### src/rtl/rgb_fade_sequencer.sv
// rgb_fade_sequencer
//
// Steps an RGB LED through a six-entry colour table. Each colour fades up
// one level per PWM frame, holds at full brightness for HOLD_FRAMES frames,
// fades back down, and then advances to the next table entry.
//
// A prescaler divides clk by PRESCALE to step an 8-bit PWM phase.
// One PWM frame is 256 phase steps, which is 256*PRESCALE clocks.
// Duty registers only change at a frame boundary, so the PWM outputs never glitch.
//
// Ports
//   clk         single clock; all logic runs on its rising edge
//   rst         synchronous, active-high reset
//   enable      run request (level); dropping it returns to IDLE at once
//   skip        one-cycle pulse; ends the current colour early (FADE_UP/HOLD)
//   pwm_r/g/b   registered LED drive outputs
//   color_idx   current colour-table index, 0..5
//   state       FSM state: IDLE=0, FADE_UP=1, HOLD=2, FADE_DOWN=3, NEXT=4
//   frame_done  one-cycle pulse, one clock after each frame end while running
module rgb_fade_sequencer #(
    parameter int unsigned PRESCALE    = 391,
    parameter int unsigned HOLD_FRAMES = 64
) (
    input  logic       clk,
    input  logic       rst,
    input  logic       enable,
    input  logic       skip,
    output logic       pwm_r,
    output logic       pwm_g,
    output logic       pwm_b,
    output logic [2:0] color_idx,
    output logic [2:0] state,
    output logic       frame_done
);

    typedef enum logic [2:0] {
        S_IDLE      = 3'd0,
        S_FADE_UP   = 3'd1,
        S_HOLD      = 3'd2,
        S_FADE_DOWN = 3'd3,
        S_NEXT      = 3'd4
    } state_e;

    localparam logic [15:0] PRE_LAST  = 16'(PRESCALE - 1);
    localparam logic [7:0]  HOLD_LAST = 8'(HOLD_FRAMES - 1);

    state_e      state_q, state_d;
    logic [2:0]  color_q, color_d;
    logic [7:0]  level_q, level_d;
    logic [7:0]  hold_q, hold_d;
    logic [15:0] pre_q;
    logic [7:0]  phase_q;
    logic [7:0]  duty_r_q, duty_g_q, duty_b_q;
    logic        pwm_r_q, pwm_g_q, pwm_b_q;
    logic        frame_done_q;

    logic        tick;
    logic        frame_end;
    logic        load_duty;
    logic [2:0]  color_bits;

    function automatic logic [7:0] sat_inc(input logic [7:0] v);
        return (v == 8'hFF) ? 8'hFF : v + 8'd1;
    endfunction

    function automatic logic [7:0] sat_dec(input logic [7:0] v);
        return (v == 8'h00) ? 8'h00 : v - 8'd1;
    endfunction

    // Colour table as {r,g,b} enable bits.
    function automatic logic [2:0] table_rgb(input logic [2:0] idx);
        logic [2:0] bits;
        case (idx)
            3'd0:    bits = 3'b100;
            3'd1:    bits = 3'b110;
            3'd2:    bits = 3'b010;
            3'd3:    bits = 3'b011;
            3'd4:    bits = 3'b001;
            3'd5:    bits = 3'b101;
            default: bits = 3'b000;
        endcase
        return bits;
    endfunction

    assign tick       = (pre_q == PRE_LAST);
    // Gated with the state so PRESCALE=1 cannot produce a frame end while idle.
    assign frame_end  = tick && (phase_q == 8'hFF) && (state_q != S_IDLE);
    assign color_bits = table_rgb(color_q);

    // State register
    always_ff @(posedge clk) begin
        if (rst) begin
            state_q <= S_IDLE;
        end else begin
            state_q <= state_d;
        end
    end

    // Next-state and level/hold/colour bookkeeping
    always_comb begin
        state_d   = state_q;
        color_d   = color_q;
        level_d   = level_q;
        hold_d    = hold_q;
        load_duty = 1'b0;

        if (!enable) begin
            // Enable has priority over skip and frame_end.
            state_d = S_IDLE;
            level_d = 8'd0;
            hold_d  = 8'd0;
        end else begin
            case (state_q)
                S_IDLE: begin
                    state_d = S_FADE_UP;
                    level_d = 8'd0;
                end
                S_FADE_UP: begin
                    // A skip that coincides with a frame end suppresses that
                    // frame's level and duty update.
                    if (skip) begin
                        state_d = S_FADE_DOWN;
                    end else if (frame_end) begin
                        level_d   = sat_inc(level_q);
                        load_duty = 1'b1;
                        if (level_d == 8'hFF) begin
                            state_d = S_HOLD;
                            hold_d  = 8'd0;
                        end
                    end
                end
                S_HOLD: begin
                    if (skip) begin
                        state_d = S_FADE_DOWN;
                    end else if (frame_end) begin
                        hold_d    = hold_q + 8'd1;
                        load_duty = 1'b1;
                        if (hold_q == HOLD_LAST) begin
                            state_d = S_FADE_DOWN;
                        end
                    end
                end
                S_FADE_DOWN: begin
                    if (frame_end) begin
                        level_d   = sat_dec(level_q);
                        load_duty = 1'b1;
                        if (level_d == 8'h00) begin
                            state_d = S_NEXT;
                        end
                    end
                end
                S_NEXT: begin
                    color_d = (color_q == 3'd5) ? 3'd0 : color_q + 3'd1;
                    state_d = S_FADE_UP;
                end
                default: begin
                    state_d = S_IDLE;
                end
            endcase
        end
    end

    always_ff @(posedge clk) begin
        if (rst) begin
            color_q <= 3'd0;
            level_q <= 8'd0;
            hold_q  <= 8'd0;
        end else begin
            color_q <= color_d;
            level_q <= level_d;
            hold_q  <= hold_d;
        end
    end

    // Prescaler and PWM phase; frozen at zero while idle so every run starts
    // from the beginning of a frame. They keep running through NEXT.
    always_ff @(posedge clk) begin
        if (rst || !enable || (state_q == S_IDLE)) begin
            pre_q   <= 16'd0;
            phase_q <= 8'd0;
        end else if (tick) begin
            pre_q   <= 16'd0;
            phase_q <= phase_q + 8'd1;
        end else begin
            pre_q   <= pre_q + 16'd1;
        end
    end

    // Duties take the level being registered in the same cycle, so the new
    // brightness starts exactly at phase 0 of the next frame.
    always_ff @(posedge clk) begin
        if (rst || !enable) begin
            duty_r_q <= 8'd0;
            duty_g_q <= 8'd0;
            duty_b_q <= 8'd0;
        end else if (load_duty) begin
            duty_r_q <= color_bits[2] ? level_d : 8'd0;
            duty_g_q <= color_bits[1] ? level_d : 8'd0;
            duty_b_q <= color_bits[0] ? level_d : 8'd0;
        end
    end

    // Registered PWM compare. Duty 255 stays low at phase 255 only.
    always_ff @(posedge clk) begin
        if (rst || !enable) begin
            pwm_r_q      <= 1'b0;
            pwm_g_q      <= 1'b0;
            pwm_b_q      <= 1'b0;
            frame_done_q <= 1'b0;
        end else begin
            pwm_r_q      <= (state_q != S_IDLE) && (phase_q < duty_r_q);
            pwm_g_q      <= (state_q != S_IDLE) && (phase_q < duty_g_q);
            pwm_b_q      <= (state_q != S_IDLE) && (phase_q < duty_b_q);
            frame_done_q <= frame_end;
        end
    end

    // Outputs
    always_comb begin
        state      = state_q;
        color_idx  = color_q;
        pwm_r      = pwm_r_q;
        pwm_g      = pwm_g_q;
        pwm_b      = pwm_b_q;
        frame_done = frame_done_q;
    end

endmodule

### config.mk
export PLATFORM = sky130hd
export DESIGN_NAME = rgb_fade_sequencer
export DESIGN_NICKNAME = d
export VERILOG_FILES = /design/src/rtl/rgb_fade_sequencer.sv
export SDC_FILE = /design/constraint.sdc
export NUM_CORES = 1
export LEC_CHECK = 0
export CORE_MARGIN = 1
export CORE_UTILIZATION = 61
export CTS_CLUSTER_SIZE = 10
export DETAILED_ROUTE_END_ITERATION = 16
export MAX_ROUTING_LAYER = met4
export PLACE_DENSITY_LB_ADDON = 0.12
export SLEW_MARGIN = 20
export SYNTH_ARGS = -nofsm -noshare
export SYNTH_HDL_FRONTEND = slang
export SYNTH_SLANG_ARGS = --single-unit
### constraint.sdc
create_clock -name clk -period 3.4 [get_ports clk]
set_input_delay 0.68 -clock clk [delete_from_list [all_inputs] [get_ports clk]]
set_output_delay 0.68 -clock clk [all_outputs]
set_load 0.1 [all_outputs]
# == Yosys cells after proc, flatten, opt, wreduce, memory -nomap -nowiden ==
# Cells that the tools add are included.
# word_totals
wordCells,100
ram_bits,0
romBits,0
memories,0
register_bits,74
output_inout_bits,10
input_bits,4
latchBits,0
# op_classes
shifts,0
muxes,31
n_mul,0
n_lt_le_gt_ge,3
n_eq_ne,25
bitwise_logic,1
n_reduce_logical,21
div_mod_pow,0
n_addsub,6
# op_table
cell,n
8-bit two-way mux,14
3-bit two-way mux,9
"8-bit by 1-bit adder with 8-bit output, second input constant",3
"8-bit equality test, second input constant",3
8-bit < comparator,3
8-bit case mux with 3 select lines,1
3-bit case mux with 6 select lines,1
"16-bit by 1-bit adder with 16-bit output, second input constant",1
"16-bit by 9-bit equality test with 1-bit output, second input constant",1
8-bit zero test,2
8-bit case mux with 2 select lines,1
"2-bit != test, second input constant",7
"3-bit by 2-bit equality test with 1-bit output, second input constant",4
"3-bit != test, second input constant",4
3-bit case mux with 4 select lines,1
6-bit AND reduction,2
"3-bit equality test, second input constant",3
"8-bit by 6-bit equality test with 1-bit output, second input constant",1
2-bit OR reduction,4
"8-bit by 1-bit subtractor with 8-bit output, second input constant",1
"3-bit by 1-bit equality test with 1-bit output, second input constant",2
3-bit zero test,2
1-bit logical AND,5
"3-bit by 1-bit adder with 3-bit output, second input constant",1
other kinds (8),11

# == Longest topological paths before layout ==
# depth
depth_word,8
depth_mapped,11
mapped_depth_nobuf,9

# == Worst setup path after synthesis ==
# No wires, ideal clock.
# synth_path
path_type,register to register
from,"register state_q[1], in the netlist state[1]"
to,register duty_r_q[1]
slack_ns,0.340
stages_incl_launch_ff,9
n_path_buf,2
t_arrival_ns,2.943
required_time_ns,3.283
synth_period_minus_slack_ns,3.060
setup_time_ns,0.117
cell_sequence,dfxtp_1 -> nor3_1 -> or2_0 -> or3_4 -> or4b_4 -> and2_1 -> buf_6 -> buf_6 -> a22o_1
# synth_between
elab_chain_cells,7
word_cells_on_any_way,17
cone_classes,3 x eq/ne; 10 x mux; 4 x reduce/logical
# synth_rtl
element,line_no,source
from (decl),47,"state_e state_q, state_d;"
from (signal assigned),95,state_q <= state_d;
3-bit nonzero test,87,assign frame_end = tick && (phase_q == 8'hFF) && (state_q != S_IDLE);
1-bit logical AND,87,
8-bit two-way mux,123,end else if (frame_end) begin
8-bit two-way mux,121,if (skip) begin
8-bit case mux with 3 select lines,113,case (state_q)
8-bit two-way mux,107,if (!enable) begin
8-bit two-way mux,197,duty_r_q <= color_bits[2] ? level_d : 8'd0;
to (signal assigned),197,
to (decl),53,"logic [7:0] duty_r_q, duty_g_q, duty_b_q;"
# Parallel ways exist; a longest one is shown, timed or not.
# A chain may end at the register's enable or synchronous reset.

# == Worst setup path after layout ==
# layout_path
from,register phase_q[0]
to,register duty_g_q[2]
# layout_between
elab_chain_cells,8
word_cells_on_any_way,13
cone_classes,1 x eq/ne; 10 x mux; 2 x reduce/logical
# layout_rtl
element,line_no,source
from (decl),52,logic [7:0] phase_q;
from (signal assigned),183,phase_q <= phase_q + 8'd1;
8-bit equality test *,87,
1-bit logical AND * (2 in series),87,
8-bit two-way mux,123,
8-bit two-way mux,121,
8-bit case mux with 3 select lines,113,
8-bit two-way mux,107,
8-bit two-way mux,198,duty_g_q <= color_bits[1] ? level_d : 8'd0;
to (signal assigned),198,
to (decl),53,
# Mark *: on every way between the ends. The rest lies on a longest branch, timed or not.

==> metrics.md <==
| Metric | Value |
|---|---|
| Reg clk slew, reported paths | 90 ps |
| Row cnt | 29 |
| Placed wire-length estimate | 7400 microns |
| Crit Path Category | flip-flop to flip-flop |
| Synth top area share | 35.6% |
| Slew headroom | 34.6% |
| Initial antenna violation count | 0 |
| Cts bufs inserted | 9 |
| Core area | 6460 sq um |
| Die Ht | 84.6 microns |
| P_int | 1180 uW |
| Outcome | completed |
| Final WL | 9980 microns |
| Number of global-route vias before repair | 3618 |
| Unrepaired setup endpoints after global routing | no |
| CTS Root Cell | clkbuf_8 |
| Final hold viol count | 0 |
| Fmax | 338 MHz |
| Buf+Inv Stages, Crit Path | 0 |
| Final period utilization | 87.1% |
| Fin. max-slew vios | 0 |
| I/O pins | 14 |
| Worst setup EP type | flip-flop |
| VDD IR max | 0.224 mV |
| WL met1 | 4500 microns |
| Skew final | 16.1 ps |
| Hold Path Class | flip-flop to flip-flop |
| Synthesized area per cell | 8.19 sq um |
| Final core occ | 70.9% |
| Mapped Area | 4170 sq um |
| Router iterations before antenna repair | 5 |
| 1st-iter DRT viols | 192 |
| First-pass GRT wire length | 17000 microns |
| Synth warn | 0 |
| Worst setup SP type | flip-flop |
| Post-CTS sizing | 0 |
| Clk sinks | 74 |
| Seq/Total Area, Yosys | 35.6% |
| Layout area overhead | 9.94% |
| Largest net degree at the start of global routing | 25 |
| Overall Power | 1630 uW |
| Post-synth top area cell | dfxtp_1 |
| CP max-delay cell | or4b_4 |
| Clk buf depth | 2 |
| Nets@finish | 559 |
| GPL Wtd Cong | 0.949 |
| Comb pwr share | 5.2% |
| Leak Pwr | 0.00166 uW |
| Die X | 84.6 microns |
| Synth Register Bits | 74 |
| Insertion delay to the later sink of the worst-skew pair | 360 ps |
| TritonCTS clock tree | yes |
| Fraction of power spent switching nets | 27.6% |
| Clk pwr share | 41.1% |
| Max_cap viols | 0 |
| Crit path DAT | 3200 ps |
| Slew @ Worst Pin | 978 ps |
| Minimum clock period | 2960 ps |
| Largest stage delay, worst path | 510 ps |
| Met3 WL | 423 microns |
| Worst path cell trace | ha_1 > nand4_1 > or2_0 > or3_4 > or4b_4 > and2_1 > a22o_1 |
| Share of cells above drive strength 1 | 8.66% |
| Post-CTS Setup Bufs | 0 |
| Mapped Cells | 509 |
| FILL cells | 534 |
| Netlist cell types | 59 |
| DR top layer | met4 |
| H-tree level count | 3 |
| Post-route ant nets | 0 |
| Buffers on Ports | 13 |
| Required time worst endpoint | 3640 ps |
| Vias after detailed routing | 3766 |
| Gr usage total | 31.0% |
| Predominant post-synthesis flop cell | dfxtp_1 |
| Final setup fails | 0 |
| CP delay by family, top | simple AND/OR/NAND/NOR gates |
| Initial core utilization | 64.5% |
| Global route overflow | 0 |
| CTS Hold Buffers Added | 0 |
| Antenna cells | 0 |
| P per Cell Area | 355 nW/um^2 |
| Remaining DRCs | 0 |
| Vias/cell | 6.19 |
| CP max FO | 24 |
| Number of flops mapped to enable cells by yosys | 0 |
| WL/cell | 16.4 microns |
| Fin Setup TNS | 0 ps |
| Sequential share of power | 53.7% |
| Met2 wire length | 4780 microns |
| Fraction of registers with async set/reset | 0% |
| P_sw | 449 uW |
| Area contributors post-synth | dfxtp_1, ha_1, nor2_1, xor2_1, nand2_1 |
| Die ar. | 7160 sq um |
| Net count after synthesis | 542 |
==> power groups by stage <==
stage | clock network (uW) | registers (uW) | logic (uW)
2_1_floorplan | 0 | 905 | 48.0
4_1_cts | 682 | 873 | 83.5
3_3_place_gp | 0 | 894 | 82.6
6_report | 669 | 873 | 84.5
3_5_place_dp | 0 | 894 | 83.4
5_1_grt | 716 | 875 | 90.7
==> final cells by class <==
class | count | area (sq um) | area share [%]
multi-input combinational | 380 | 2460 | 53.7
timing repair buffer | 28 | 228 | 4.97
clock buffer | 9 | 124 | 2.70
clock inverter | 7 | 66.3 | 1.45
tap | 77 | 96.3 | 2.10
sequential | 74 | 1480 | 32.3
inverter | 33 | 124 | 2.70
==> path summary, 6_finish.rpt <==
check	from	end	slack, ps	cells past startpoint
hold reg to reg	duty_g_q[3]$_SDFFE_PP0P_	duty_g_q[3]$_SDFFE_PP0P_	460	2
hold / removal	duty_g_q[3]$_SDFFE_PP0P_	duty_g_q[3]$_SDFFE_PP0P_	460	2
setup / recovery	phase_q[0]$_SDFFE_PP0N_	duty_g_q[2]$_SDFFE_PP0P_	440	7
setup reg to reg	phase_q[0]$_SDFFE_PP0N_	duty_g_q[2]$_SDFFE_PP0P_	440	7
==> layout by cell type, fill, tap and decap left out, types with 3 or more instances in the layout <==
| cell type | synthesis | layout |
|---|---|---|
| o31ai_1 | 5 | 5 |
| inv_6 | 0 | 3 |
| a22o_1 | 7 | 7 |
| nand3_1 | 19 | 19 |
| buf_4 | 0 | 21 |
| clkdlybuf4s50_1 | 0 | 7 |
| xnor2_1 | 7 | 7 |
| a32o_1 | 4 | 4 |
| nor3_1 | 12 | 12 |
| inv_1 | 33 | 33 |
| dfxtp_1 | 74 | 74 |
| nor4b_1 | 3 | 3 |
| nand2b_1 | 5 | 5 |
| nor2_1 | 53 | 53 |
| nand4_1 | 16 | 16 |
| a211oi_1 | 4 | 4 |
| or3_1 | 8 | 8 |
| a21oi_1 | 23 | 23 |
| a31oi_1 | 9 | 9 |
| a21o_1 | 14 | 14 |
| nor2b_1 | 3 | 3 |
| and2_1 | 9 | 9 |
| nand2_1 | 40 | 40 |
| xor2_1 | 20 | 20 |
| clkbuf_8 | 0 | 9 |
| o21a_1 | 3 | 3 |
| nor4_1 | 8 | 8 |
| ha_1 | 29 | 29 |
| and3_1 | 10 | 10 |
| o21ai_0 | 29 | 29 |
==> synthesized netlist by cell type (3+ instances only) <==
library cell and instances:
nand3_1 19, inv_1 33, nor4_1 8, nand2_1 40
clkbuf_1 18, nand2b_1 5, ha_1 29, nor3_1 12
dfxtp_1 74, a32o_1 4, a22o_1 7, xnor2_1 7
o31ai_1 5, and2_1 9, a31oi_1 9, nor4b_1 3
a21oi_1 23, nor2_1 53, o21ai_0 29, nand4_1 16
a211oi_1 4, and3_1 10, xor2_1 20, o21a_1 3
nor2b_1 3, or3_1 8, a21o_1 14
==> worst reg2reg max path: cells and delay by family (launching register included) <==
| family | cells | cell delay, ps |
|---|---|---|
| flops | 1 | 340 |
| compound gates | 1 | 360 |
| simple gates | 5 | 1930 |
| fa+ha+maj | 1 | 220 |
==> state kept, by name, summed over array words and instances, names as in the netlist <==
register / count
duty_r_q: 8
pwm_b: 1
duty_g_q: 8
level_q: 8
color_idx: 3
duty_b_q: 8
frame_done: 1
pwm_g: 1
phase_q: 8
hold_q: 8
pwm_r: 1
pre_q: 16
state: 3
==> logic make-up after synthesis <==
| kind of cell | synth area share [%] |
|---|---|
| buf+inv | 5.38 |
| xor+xnor | 5.68 |
| mux | 0.511 |
| fa+ha+maj | 8.95 |
| simple gates | 26.0 |
| flops | 35.6 |
| compound gates | 18.0 |
==> per-layer routing <==
metal / up-vias / global-route usage [%]
li1: 1854 / -
met4: 0 / 15.4
met1: 1779 / 38.0
met5: - / -
met3: 30 / 5.51
met2: 103 / 49.1
==> metrics by stage <==
| step | hold slack [ps] | setup slack (ps) | std cells | area (sq um) |
|---|---|---|---|---|
| floorplan | 424 | 340 | 509 | 4170 |
| global placement | 436 | 434 | 592 | 4390 |
| detailed placement | 443 | 369 | 592 | 4390 |
| CTS | 456 | 451 | 608 | 4580 |
| global route | 487 | 245 | 608 | 4580 |
| finish | 457 | 440 | 608 | 4580 |
(Power assumes the default switching activity.)
